==> src/rtl/dmem_port_arbiter_pkg.sv <==
// Shared types for the data-memory port arbiter: FSM states, read-return owner codes
// and the helper that decides who owns the read data returning next cycle.
package dmem_port_arbiter_pkg;

  localparam int unsigned DEF_ADDR_W       = 10;
  localparam int unsigned DEF_DATA_W       = 32;
  localparam int unsigned DEF_STARVE_LIMIT = 8;

  typedef enum logic [1:0] {
    ST_RUN       = 2'd0,
    ST_FORCE     = 2'd1,
    ST_HALT_PEND = 2'd2,
    ST_HALTED    = 2'd3
  } arb_state_t;

  typedef enum logic [1:0] {
    OWN_NONE = 2'd0,
    OWN_CPU  = 2'd1,
    OWN_DBG  = 2'd2
  } owner_t;

  // Writes return nothing, so only a granted read claims the return slot.
  function automatic owner_t read_owner(input logic cpu_gnt, input logic dbg_gnt, input logic we);
    if (we)      return OWN_NONE;
    if (cpu_gnt) return OWN_CPU;
    if (dbg_gnt) return OWN_DBG;
    return OWN_NONE;
  endfunction

endpackage

==> src/rtl/dmem_port_arbiter_starve_counter.sv <==
// Counts consecutive cycles the debug port lost to the CPU; flags when the next
// forced debug slot must be taken. Saturates at STARVE_LIMIT-1.
module dmem_port_arbiter_starve_counter
  import dmem_port_arbiter_pkg::*;
#(
  parameter int unsigned STARVE_LIMIT = DEF_STARVE_LIMIT
) (
  input  logic clk,
  input  logic reset,
  input  logic inc,
  input  logic clr,
  output logic limit_hit
);

  localparam int unsigned CNT_W   = (STARVE_LIMIT > 1) ? $clog2(STARVE_LIMIT) : 1;
  localparam int unsigned CNT_MAX = STARVE_LIMIT - 1;

  logic [CNT_W-1:0] cnt;

  always_ff @(posedge clk or negedge reset) begin
    if (!reset) begin
      cnt <= '0;
    end else if (clr) begin
      cnt <= '0;
    end else if (inc && (32'(cnt) < CNT_MAX)) begin
      cnt <= cnt + CNT_W'(1);
    end
  end

  // This denial brings the count to STARVE_LIMIT-1: the following cycle belongs to debug.
  assign limit_hit = inc && ((32'(cnt) + 32'd2) >= STARVE_LIMIT);

endmodule

==> src/rtl/dmem_port_arbiter.sv <==
// Arbitrates the single-port synchronous data memory between the CPU MEM stage and the
// debug/loader port, with starvation-forced debug slots and a CPU halt handshake.
module dmem_port_arbiter
  import dmem_port_arbiter_pkg::*;
#(
  parameter int unsigned ADDR_W       = DEF_ADDR_W,
  parameter int unsigned DATA_W       = DEF_DATA_W,
  parameter int unsigned STARVE_LIMIT = DEF_STARVE_LIMIT
) (
  input  logic              clk,
  input  logic              reset,
  input  logic              cpu_req,
  input  logic              cpu_we,
  input  logic [ADDR_W-1:0] cpu_addr,
  input  logic [DATA_W-1:0] cpu_wdata,
  output logic [DATA_W-1:0] cpu_rdata,
  output logic              cpu_stall,
  input  logic              dbg_req,
  input  logic              dbg_we,
  input  logic [ADDR_W-1:0] dbg_addr,
  input  logic [DATA_W-1:0] dbg_wdata,
  output logic              dbg_gnt,
  output logic              dbg_rvalid,
  output logic [DATA_W-1:0] dbg_rdata,
  input  logic              dbg_halt_req,
  output logic              dbg_halt_ack,
  output logic              mem_en,
  output logic              mem_we,
  output logic [ADDR_W-1:0] mem_addr,
  output logic [DATA_W-1:0] mem_wdata,
  input  logic [DATA_W-1:0] mem_rdata
);

  arb_state_t state, state_nxt;
  owner_t     rd_owner;
  logic       cpu_gnt;
  logic       starve_inc, starve_clr, starve_hit;

  assign starve_inc = reset && (state == ST_RUN) && cpu_req && dbg_req;
  assign starve_clr = dbg_gnt || (state == ST_FORCE);

  dmem_port_arbiter_starve_counter #(
    .STARVE_LIMIT(STARVE_LIMIT)
  ) u_starve (
    .clk      (clk),
    .reset    (reset),
    .inc      (starve_inc),
    .clr      (starve_clr),
    .limit_hit(starve_hit)
  );

  always_ff @(posedge clk or negedge reset) begin
    if (!reset) begin
      state <= ST_RUN;
    end else begin
      state <= state_nxt;
    end
  end

  // Grant selection and next state; nothing is granted while reset is held.
  always_comb begin
    state_nxt = state;
    cpu_gnt   = 1'b0;
    dbg_gnt   = 1'b0;
    cpu_stall = 1'b0;
    if (reset) begin
      unique case (state)
        ST_RUN: begin
          if (cpu_req) begin
            cpu_gnt = 1'b1;
          end else begin
            dbg_gnt = dbg_req;
          end
          if (dbg_halt_req) begin
            state_nxt = ST_HALT_PEND;
          end else if (starve_hit) begin
            state_nxt = ST_FORCE;
          end
        end
        ST_FORCE: begin
          dbg_gnt   = dbg_req;
          cpu_stall = cpu_req;
          state_nxt = dbg_halt_req ? ST_HALT_PEND : ST_RUN;
        end
        ST_HALT_PEND: begin
          // Any CPU read granted last cycle returns during this cycle, so one cycle here suffices.
          cpu_stall = 1'b1;
          dbg_gnt   = dbg_req;
          state_nxt = dbg_halt_req ? ST_HALTED : ST_RUN;
        end
        ST_HALTED: begin
          cpu_stall = 1'b1;
          dbg_gnt   = dbg_req;
          if (!dbg_halt_req) begin
            state_nxt = ST_RUN;
          end
        end
        default: state_nxt = ST_RUN;
      endcase
    end
  end

  // Memory strobe follows whichever requester holds the grant.
  always_comb begin
    mem_en    = cpu_gnt || dbg_gnt;
    mem_we    = 1'b0;
    mem_addr  = '0;
    mem_wdata = '0;
    if (cpu_gnt) begin
      mem_we    = cpu_we;
      mem_addr  = cpu_addr;
      mem_wdata = cpu_wdata;
    end else if (dbg_gnt) begin
      mem_we    = dbg_we;
      mem_addr  = dbg_addr;
      mem_wdata = dbg_wdata;
    end
  end

  always_ff @(posedge clk or negedge reset) begin
    if (!reset) begin
      rd_owner <= OWN_NONE;
    end else begin
      rd_owner <= read_owner(cpu_gnt, dbg_gnt, mem_we);
    end
  end

  assign cpu_rdata    = (rd_owner == OWN_CPU) ? mem_rdata : '0;
  assign dbg_rdata    = (rd_owner == OWN_DBG) ? mem_rdata : '0;
  assign dbg_rvalid   = (rd_owner == OWN_DBG);
  assign dbg_halt_ack = (state == ST_HALTED);

endmodule
==> config.mk <==
export PLATFORM = sky130hd
export DESIGN_NAME = dmem_port_arbiter
export DESIGN_NICKNAME = d
export VERILOG_FILES = /design/src/rtl/dmem_port_arbiter_pkg.sv /design/src/rtl/dmem_port_arbiter_starve_counter.sv /design/src/rtl/dmem_port_arbiter.sv
export SDC_FILE = /design/constraint.sdc
export NUM_CORES = 1
export LEC_CHECK = 0
export BUFFER_PORTS_ARGS = -buffer_cell sky130_fd_sc_hd__buf_2
export CORE_AREA = 4 4 89 91
export DETAILED_ROUTE_END_ITERATION = 6
export DIE_AREA = 0 0 93 95
export HOLD_SLACK_MARGIN = 0.15
export PLACE_DENSITY = 0.72
export REMOVE_ABC_BUFFERS = 1
export SETUP_SLACK_MARGIN = 0.5
export SYNTH_ARGS = -nofsm -noshare
export SYNTH_HDL_FRONTEND = slang
export SYNTH_HIERARCHICAL = 1
export SYNTH_SLANG_ARGS = --single-unit
export TNS_END_PERCENT = 20
==> constraint.sdc <==
create_clock -name clk -period 4.79 [get_ports clk]
set_clock_uncertainty 0.15 [all_clocks]
set_input_delay 0.7185 -clock clk [delete_from_list [all_inputs] [get_ports clk]]
set_output_delay 0.7185 -clock clk [all_outputs]
set_load 0.005 [all_outputs]
==> impl_metrics.env, run 1 <==
export IMPL_rsz0062_at_grt="false"
export IMPL_synth_top_area_share=0.314
export IMPL_cp_cell_sequence="buf_2 -> and4bb_2 -> a32o_1 -> buf_2"
export IMPL_dieArea_um2=8840
export IMPL_crit_path_max_fanout=45
export IMPL_cpPeakStageDelay_ns=0.88
export IMPL_wl_per_cell_um=15.9
export IMPL_vdd_drop_max_mv=0.0866
export IMPL_seq_area_um2=175
export IMPL_clock_sinks=7
export IMPL_hpwl_um=6620
export IMPL_cts_resized=0
export IMPL_synth_warnings=6
export IMPL_utilization=0.364
export IMPL_post_cts_buffers=0
export IMPL_clock_root_buffer="clkbuf_8"
export IMPL_drc=0
export IMPL_fin_cells=489
export IMPL_worstSetupPathType="primary input to output pin"
export IMPL_synth_area_leaders="a32o_1 31%, and2_1 30%, dfrtp_1 13%"
export IMPL_clk_latency_ns=0.22
export IMPL_design_core_area_um2=7140
export IMPL_die_w_um=93
export IMPL_p_per_area_nw_per_um2=120
export IMPL_relSlewSlack=0.392
export IMPL_ff2ff_path_depth=6
export IMPL_fin_ws_ns=1.66
export IMPL_path_buf_inv=2
export IMPL_drtPass1Iterations=4
export IMPL_p_leak_nw=1.58
export IMPL_diodes=0
export IMPL_worstMarginPinSlew_ns=0.912
export IMPL_fmax_mhz=319
export IMPL_final_hold_violation_count=0
export IMPL_crit_slowest_cell="and4bb_2"
export IMPL_endpoint_kind="output pin"
export IMPL_area_growth_pct=89.7
export IMPL_clock_path_buffers=2
export IMPL_start_kind="primary input"
export IMPL_maxSlewViolCount=0
export IMPL_finalSetupViolations=0
export IMPL_die_h_um=95
export IMPL_fillCellCount=772
export IMPL_drv_cap=0
export IMPL_drt_total_wl_um=7750
export IMPL_clkTransAtPathRegs_ns=0.04
export IMPL_cts_max_level=1
export IMPL_grt_pass1_vias=2135
export IMPL_synth_cells=169
export IMPL_hold_class="primary input to async pin"
export IMPL_cp_arrival_ns=2.26
export IMPL_postRouteAntennaNets=0
export IMPL_layout_drive_gt1_share=0.633
export IMPL_vias=2285
export IMPL_critical_path_required_ns=3.92
export IMPL_fin_nets=515
export IMPL_ys_seq_area_frac=0.128
export IMPL_synth_top_cell_by_area="a32o_1"
export IMPL_cp_common_cell="buf_2"
export IMPL_ios=235
export IMPL_routed_via_density=4.67
export IMPL_antenna_found_initial=2
export IMPL_cts_hold_buf=0
export IMPL_io_buffer_count=234
export IMPL_power_total_mw=0.313
export IMPL_crit_family="simple AND/OR/NAND/NOR gates"
export IMPL_grt_max_degree=46
export IMPL_drtIter0Drc=108
export IMPL_crit_cells=4
export IMPL_place_congestion=0.766
export IMPL_dp_cells=485
export IMPL_cts_tree="done"
export IMPL_syn_avg_cell_area_um2=8.11
export IMPL_start_util=0.192
export IMPL_rows=31
export IMPL_grt_pass1_wl_um=11000
export IMPL_multiInputGateArea_um2=1050
export IMPL_fin_crit_sh=0.654
export IMPL_overflow=0
export IMPL_netlist_area_um2=1370
export IMPL_dp_worst_setup_slack_ns=1.66
export IMPL_status="finished, final reports clean"
export IMPL_dpl_cell_area_um2=2560
export IMPL_cts_buffers=3
export IMPL_ys_types=29
export IMPL_ys_ff_latch=7
export IMPL_min_period_ns=3.13
export IMPL_stdcell_area_um2=2600
export IMPL_hold_ws_ns=0.212
export IMPL_track_usage=0.154
export IMPL_setup_tns_ns=0
-- area by class of cell --
cell class	count	share of cell area
clock buffer	4	0.0173
inverter	1	0.00144
multi-input combinational	140	0.405
tap	99	0.0476
timing repair buffer	238	0.462
sequential	7	0.0673
-- worst reg2reg max path, cell delays in order (launching register included) --
cell and delay, ns:
dfrtp_1 0.45, or3b_1 0.39, buf_4 0.27, nor2_1 0.38, and3_2 0.23, or4b_2 0.57
a31oi_1 0.18
-- power by group --
| part | internal (mW) | switching, mW |
|---|---|---|
| combinational | 0.0895 | 0.0745 |
| clock | 0.0575 | 0.0243 |
| sequential | 0.0623 | 0.00454 |
| total | 0.209 | 0.103 |
-- final timing paths --
kind	slack, ns	endpoint	startpoint
setup / recovery	1.66	mem_wdata[1]	reset
hold / removal	0.21	u_starve/cnt[1]$_DFFE_PN0P_	reset
setup reg to reg	2.09	state[0]$_DFFE_PN0P_	state[1]$_DFFE_PN0P_
hold reg to reg	0.41	u_starve/cnt[0]$_DFFE_PN0P_	u_starve/cnt[0]$_DFFE_PN0P_
max in group asynchronous	4.06	state[1]$_DFFE_PN0P_	reset
min in group clk	0.41	u_starve/cnt[0]$_DFFE_PN0P_	u_starve/cnt[0]$_DFFE_PN0P_
-- synthesized netlist by cell type --
master    number
a211oi_2       1
a21oi_1        3
a31oi_1        2
a32o_1        43
and2_1        65
and2_2         1
and3_1         1
and3_2         1
and4bb_2       1
buf_2          7
buf_6          1
buf_8          4
clkbuf_1       9
dfrtp_1        7
ha_1           1
inv_1          1
mux2_2         1
mux2i_1        1
nand2_1        4
nand2b_1       1
nand3_1        1
nor2_1         3
nor2b_1        4
nor3_1         1
nor3b_1        1
o21bai_1       1
o22ai_1        1
or3b_1         1
or4b_2         1
-- layout by cell type (no fill, tap or decap), types with 2 or more instances in the layout --
cell	n
and2_1	65
a21oi_1	3
a32o_1	43
buf_2	234
a31oi_1	2
nand2_1	4
dfrtp_1	7
nor2b_1	4
nor2_1	3
clkbuf_8	3
buf_4	4
-- registers in the layout, summed over array words and instances, names as in the netlist --
name	count
state	2
u_starve/cnt	3
rd_owner	2
-- cells by family after synthesis --
group                    Yosys count  share of synthesized area
buffers and inverters             22                      0.105
AO/OA/AOI/OAI                     51                      0.353
AND/OR/NAND/NOR                   86                      0.390
flip-flops                         7                      0.128
multiplexers                       2                     0.0155
adder cells (fa/ha/maj)            1                    0.00912
-- layer usage --
layer  track usage  up-vias  share of wire
li1              -     1082              -
met4        0.0415        4          0.018
met1         0.170     1011           0.35
met3        0.0526       14           0.13
met2         0.279      174           0.49
met5             0        -         0.0035
(Power assumes the default switching activity.)
==> run 2, diff against run 1 <==
==> constraint.sdc (replaced) <==
create_clock -name clk -period 3.3 [get_ports clk]
set_clock_uncertainty 0.15 [all_clocks]
set_input_delay 0.495 -clock clk [delete_from_list [all_inputs] [get_ports clk]]
set_output_delay 0.495 -clock clk [all_outputs]
set_load 0.005 [all_outputs]
==> run 2 against run 1 <==
Against the previous run:
- clock-buffer cell count unchanged
- sequential power grew 45%
- combinational power grew 46%
- non-clock buffer count up 2
- global-route usage shrank 0.72 points
- sequential cell count unchanged
- core utilization rose by 0.25 points
- power grew 45%
- largest power group unchanged
- critical path type is now flip-flop to output pin
- design area grew 0.67%
- routed wire length shrank 3.0%
==> impl_metrics.env, run 2 (same netlist as run 1, synthesis figures left out) <==
export IMPL_p_per_area_nw_per_um2=173
export IMPL_maxSlewViolCount=0
export IMPL_holdPathStages=2
export IMPL_hold_path_end="rd_owner[0]$_DFF_PN0_"
export IMPL_worstSetupPathType="flip-flop to output pin"
export IMPL_p_leak_nw=1.59
export IMPL_power_frac_comb=0.529
export IMPL_overflow=0
export IMPL_cpPeakStageDelay_ns=0.45
export IMPL_clock_root_buffer="clkbuf_8"
export IMPL_swShare=0.327
export IMPL_start_kind="flip-flop"
export IMPL_r2r_end="state[0]$_DFFE_PN0P_"
export IMPL_diodes=0
export IMPL_cts_hold_buf=1
export IMPL_drv_cap=0
export IMPL_final_cell_mix="234 x buf_2, 65 x and2_1, 43 x a32o_1"
export IMPL_drt_total_wl_um=7520
export IMPL_start_util=0.192
export IMPL_cts_max_level=1
export IMPL_cp_cell_sequence="or3b_1 -> buf_4 -> a32o_1 -> buf_2"
export IMPL_wl_per_cell_um=15.3
export IMPL_area_growth_pct=91.0
export IMPL_routed_via_density=4.55
export IMPL_worstMarginPinSlew_ns=0.439
export IMPL_clk_latency_ns=0.22
export IMPL_clock_path_buffers=2
export IMPL_io_buffer_count=234
export IMPL_grt_pass1_vias=2043
export IMPL_endpoint_kind="output pin"
export IMPL_largest_reg_flops=3
export IMPL_grt_pass1_wl_um=10400
export IMPL_hpwl_um=6540
export IMPL_fmax_mhz=399
export IMPL_cts_tree="done"
export IMPL_drtIter0Drc=107
export IMPL_status="finished, final reports clean"
export IMPL_die_h_um=95
export IMPL_post_cts_buffers=0
export IMPL_ff2ff_path_depth=5
export IMPL_finalSetupViolations=0
export IMPL_cp_arrival_ns=1.86
export IMPL_clock_sinks=7
export IMPL_postRouteAntennaNets=0
export IMPL_layout_drive_gt1_share=0.633
export IMPL_die_w_um=93
export IMPL_critical_path_required_ns=2.65
export IMPL_fillCellCount=771
export IMPL_relSlewSlack=0.707
export IMPL_antenna_found_initial=1
export IMPL_place_congestion=0.788
export IMPL_drc=0
export IMPL_rows=31
export IMPL_p_switching_mw=0.148
export IMPL_reg2reg_slack_ns=0.93
export IMPL_hold_ws_ns=0.289
export IMPL_fin_crit_sh=0.760
export IMPL_hp_start="cpu_we"
export IMPL_reg_top3="u_starve/cnt x3, rd_owner x2, state x2"
export IMPL_drtPass1Iterations=5
export IMPL_clkPwrFrac=0.257
export IMPL_vias=2232
export IMPL_vdd_drop_max_mv=0.0734
export IMPL_dieArea_um2=8840
export IMPL_regMostFlops="u_starve/cnt"
export IMPL_final_common_cell="buf_2"
export IMPL_track_usage=0.146
export IMPL_min_period_ns=2.51
export IMPL_cts_resized=0
export IMPL_setup_tns_ns=0
export IMPL_pwr_share_seq=0.214
export IMPL_power_total_mw=0.453
export IMPL_grt_max_degree=45
export IMPL_rsz0062_at_grt="false"
export IMPL_cts_buffers=3
export IMPL_final_hold_violation_count=0
export IMPL_design_core_area_um2=7140
export IMPL_hold_class="primary input to flip-flop"
export IMPL_crit_path_max_fanout=43
export IMPL_fin_nets=517
export IMPL_timing_rr_start="state[1]$_DFFE_PN0P_"
export IMPL_ios=235
export IMPL_internal_power_mw=0.305
export IMPL_crit_slowest_cell="dfrtp_1"
export IMPL_clkTransAtPathRegs_ns=0.04
run 2: cell count changes in the layout (fill, tap and decap cells not counted):
cell / change
buf_4: +1
dlygate4sd3_1: +1
run 2: worst max path at each step:
stage	slack, ns	startpoint	cells past startpoint	endpoint
finish	0.79	state[1]$_DFFE_PN0P_	4	mem_wdata[1]
global route	0.75	state[1]$_DFFE_PN0P_	4	mem_wdata[1]
CTS	0.80	state[1]$_DFFE_PN0P_	4	mem_wdata[1]
detailed placement	0.84	cpu_req	6	state[0]$_DFFE_PN0P_
global placement	0.85	cpu_req	6	state[0]$_DFFE_PN0P_
floorplan	0.50	cpu_req	5	state[0]$_DFFE_PN0P_
run 2: metrics by stage:
step                cells  setup WS [ns]  cell area [µm²]  utilization
floorplan             148          0.496             1230            -
global placement      486          0.854             2560        0.359
detailed placement    486          0.836             2560        0.359
CTS                   491          0.801             2620        0.367
global route          491          0.746             2620        0.367
finish                491          0.791             2620        0.367
run 2: cell type report:
type	count	area (µm²)	share of cell area
sequential	7	175	0.0669
inverter	1	3.75	0.00143
multi-input combinational	140	1050	0.402
timing repair buffer	240	1220	0.465
tap	99	124	0.0473
clock buffer	4	45.0	0.0172
run 2: worst max-delay path, delay by kind of cell (launching register included):
kind	cells	cell delay [ns]
compound gates	1	0.34
buf+inv	2	0.41
flops	1	0.45
simple gates	1	0.42
run 2: power by group through the flow:
stage	logic (mW)	registers, mW	clock network (mW)
after floorplan	0.0885	0.0961	0
after global placement	0.234	0.0972	0
after detailed placement	0.238	0.0979	0
after CTS	0.240	0.0967	0.120
after global routing	0.263	0.0974	0.124
final	0.239	0.0971	0.116
run 2: routing by layer:
layer  up-vias  routed length (µm)  part of all wire  GRT usage
li1       1086                   -                 -          -
met1       973                2720              0.36      0.164
met2       165                3770              0.50      0.277
met3         6                 942              0.13     0.0438
met4         2                  68            0.0090     0.0220
met5         -                  13            0.0017          0
==> run 3, diff against run 2 <==
--- a/config.mk
+++ b/config.mk
@@ -10,7 +10,7 @@
 export DETAILED_ROUTE_END_ITERATION = 6
 export DIE_AREA = 0 0 93 95
 export HOLD_SLACK_MARGIN = 0.15
-export PLACE_DENSITY = 0.72
+export PLACE_DENSITY = 0.75
 export REMOVE_ABC_BUFFERS = 1
 export SETUP_SLACK_MARGIN = 0.5
 export SYNTH_ARGS = -nofsm -noshare
==> constraint.sdc (replaced) <==
create_clock -name clk -period 2.1 [get_ports clk]
set_clock_uncertainty 0.15 [all_clocks]
set_input_delay 0.315 -clock clk [delete_from_list [all_inputs] [get_ports clk]]
set_output_delay 0.315 -clock clk [all_outputs]
set_load 0.005 [all_outputs]
==> run 3 against run 2 <==
Against the previous run:
- the flow now finishes with violations (negative setup slack)
- power up 87%
- register-to-register slack lost 0.92 ns
- via count up 8.6%
- critical path depth is the same
- hold slack lost 0.093 ns
- clock power is 70% higher
- largest cell class unchanged
- largest power group unchanged
==> impl_metrics.env, run 3 (same netlist as run 1, synthesis figures left out) <==
export IMPL_status="complete, but fails checks"
export IMPL_violations="negative setup slack"
export IMPL_vdd_drop_max_mv=0.194
export IMPL_dieArea_um2=8840
export IMPL_fin_crit_sh=1.01
export IMPL_clock_sinks=7
export IMPL_hpwl_um=6120
export IMPL_postRouteAntennaNets=0
export IMPL_drt_total_wl_um=8540
export IMPL_die_w_um=93
export IMPL_hold_ws_ns=0.196
export IMPL_finalSetupViolations=12
export IMPL_drtIter0Drc=64
export IMPL_grt_pass1_vias=2277
export IMPL_maxSlewViolCount=0
export IMPL_place_congestion=0.793
export IMPL_dr_wl_met2_um=4410
export IMPL_endpoint_kind="output pin"
export IMPL_wl_per_cell_um=17.1
export IMPL_final_hold_violation_count=0
export IMPL_final_common_cell="buf_2"
export IMPL_clock_path_buffers=2
export IMPL_overflow=0
export IMPL_routed_via_density=4.84
export IMPL_ios=235
export IMPL_utilization=0.479
export IMPL_worstMarginPinSlew_ns=0.487
export IMPL_cts_buffers=3
export IMPL_p_leak_nw=1.83
export IMPL_track_usage=0.155
export IMPL_grt_pass1_wl_um=11200
export IMPL_wl_met1_um=2930
export IMPL_antenna_found_initial=0
export IMPL_drc=0
export IMPL_die_h_um=95
export IMPL_grt_max_degree=46
export IMPL_final_cell_mix="166 x buf_2, 70 x buf_6, 63 x and2_4"
export IMPL_cp_cell_sequence="or3b_4 -> buf_12 -> a32o_2 -> buf_2"
export IMPL_clock_root_buffer="clkbuf_8"
export IMPL_fin_nets=527
export IMPL_fin_ws_ns=-0.0199
export IMPL_drtPass1Iterations=5
export IMPL_diodes=0
export IMPL_reg_top3="u_starve/cnt x3, rd_owner x2, state x2"
export IMPL_design_core_area_um2=7140
export IMPL_layout_drive_gt1_share=0.808
export IMPL_worstSetupPathType="flip-flop to output pin"
export IMPL_clk_latency_ns=0.24
export IMPL_power_total_mw=0.847
export IMPL_cts_max_level=1
export IMPL_area_growth_pct=149
export IMPL_wl_met3_um=961
export IMPL_io_buffer_count=234
export IMPL_regMostFlops="u_starve/cnt"
export IMPL_largest_reg_flops=3
export IMPL_route_top_layer_used="met4"
export IMPL_clkTransAtPathRegs_ns=0.05
export IMPL_cts_tree="done"
export IMPL_hold_class="primary input to flip-flop"
export IMPL_p_per_area_nw_per_um2=248
export IMPL_drv_cap=0
export IMPL_crit_path_max_fanout=43
export IMPL_critical_path_required_ns=1.63
export IMPL_post_cts_buffers=0
export IMPL_relSlewSlack=0.674
export IMPL_start_kind="flip-flop"
export IMPL_rows=31
export IMPL_crit_slowest_cell="or3b_4"
export IMPL_cp_arrival_ns=1.65
export IMPL_start_util=0.192
export IMPL_cpPeakStageDelay_ns=0.42
export IMPL_vias=2425
export IMPL_min_period_ns=2.12
export IMPL_fmax_mhz=472
export IMPL_rsz0062_at_grt="true"
run 3: cell types whose count changed in the layout (fill, tap and decap cells not counted), sizes merged:
| cell | previous run | this run |
|---|---|---|
| clkbuf | 4 | 5 |
| buf | 239 | 243 |
| dlygate4sd3 | 1 | 4 |
| clkinv | 0 | 1 |
| dlymetal6s4s | 0 | 1 |
run 3: layout make-up:
type | count | area (µm²)
clock buffer | 3 | 41.3
clock inverter | 1 | 5.00
fill | 669 | 3720
inverter | 1 | 3.75
multi-input combinational | 140 | 1240
sequential | 7 | 175
tap | 99 | 124
timing repair buffer | 250 | 1820
run 3: stage by stage:
step	setup WS, ns	TNS (ns)	cell area (µm²)	cells
6_report	-0.0199	-0.0907	3420	501
5_1_grt	-0.0715	-2.04	3420	501
2_1_floorplan	-0.671	-0.796	1230	148
3_5_place_dp	0.00790	0	2610	490
3_3_place_gp	0.0327	0	2610	490
4_1_cts	-0.00615	-0.00615	3010	497
run 3: report_power, final:
group	total, mW	internal [mW]	switching, mW	leakage (nW)
logic	0.502	0.295	0.207	1.71
clock network	0.197	0.129	0.0678	0.0255
registers	0.148	0.142	0.00614	0.0927
total	0.847	0.566	0.281	1.83
run 3: path summary, 6_finish.rpt:
check,startpoint,endpoint,slack (ns),depth (start not counted)
worst min-delay path,dbg_halt_req,state[1]$_DFFE_PN0P_,0.20,2
worst max register to register,state[1]$_DFFE_PN0P_,state[0]$_DFFE_PN0P_,0.01,5
worst min register to register,u_starve/cnt[0]$_DFFE_PN0P_,u_starve/cnt[0]$_DFFE_PN0P_,0.40,1
max in group asynchronous,reset,u_starve/cnt[2]$_DFFE_PN0P_,0.83,4
min in group asynchronous,reset,rd_owner[0]$_DFF_PN0_,0.51,3
worst max-delay path,state[1]$_DFFE_PN0P_,mem_addr[8],-0.02,4
run 3: worst max-delay path: cells and delay by family, from the launching register on:
kind | cells | cell delay, ns
flip-flops | 1 | 0.38
AND/OR/NAND/NOR | 1 | 0.42
buffers and inverters | 2 | 0.31
AO/OA/AOI/OAI | 1 | 0.29
run 3: timing repair:
action	in CTS	in global routing
hold buffers	3	2
cloned	0	2
resized for setup	74	80
endpoints found under the setup margin	113	116
pin swaps	67	78
endpoints found under the hold margin	9	7
run 3: per-layer routing:
metal,GRT usage,vias to the layer above
li1,-,1108
met4,0.0611,0
met1,0.164,1119
met3,0.0375,19
met5,0,-
met2,0.292,179
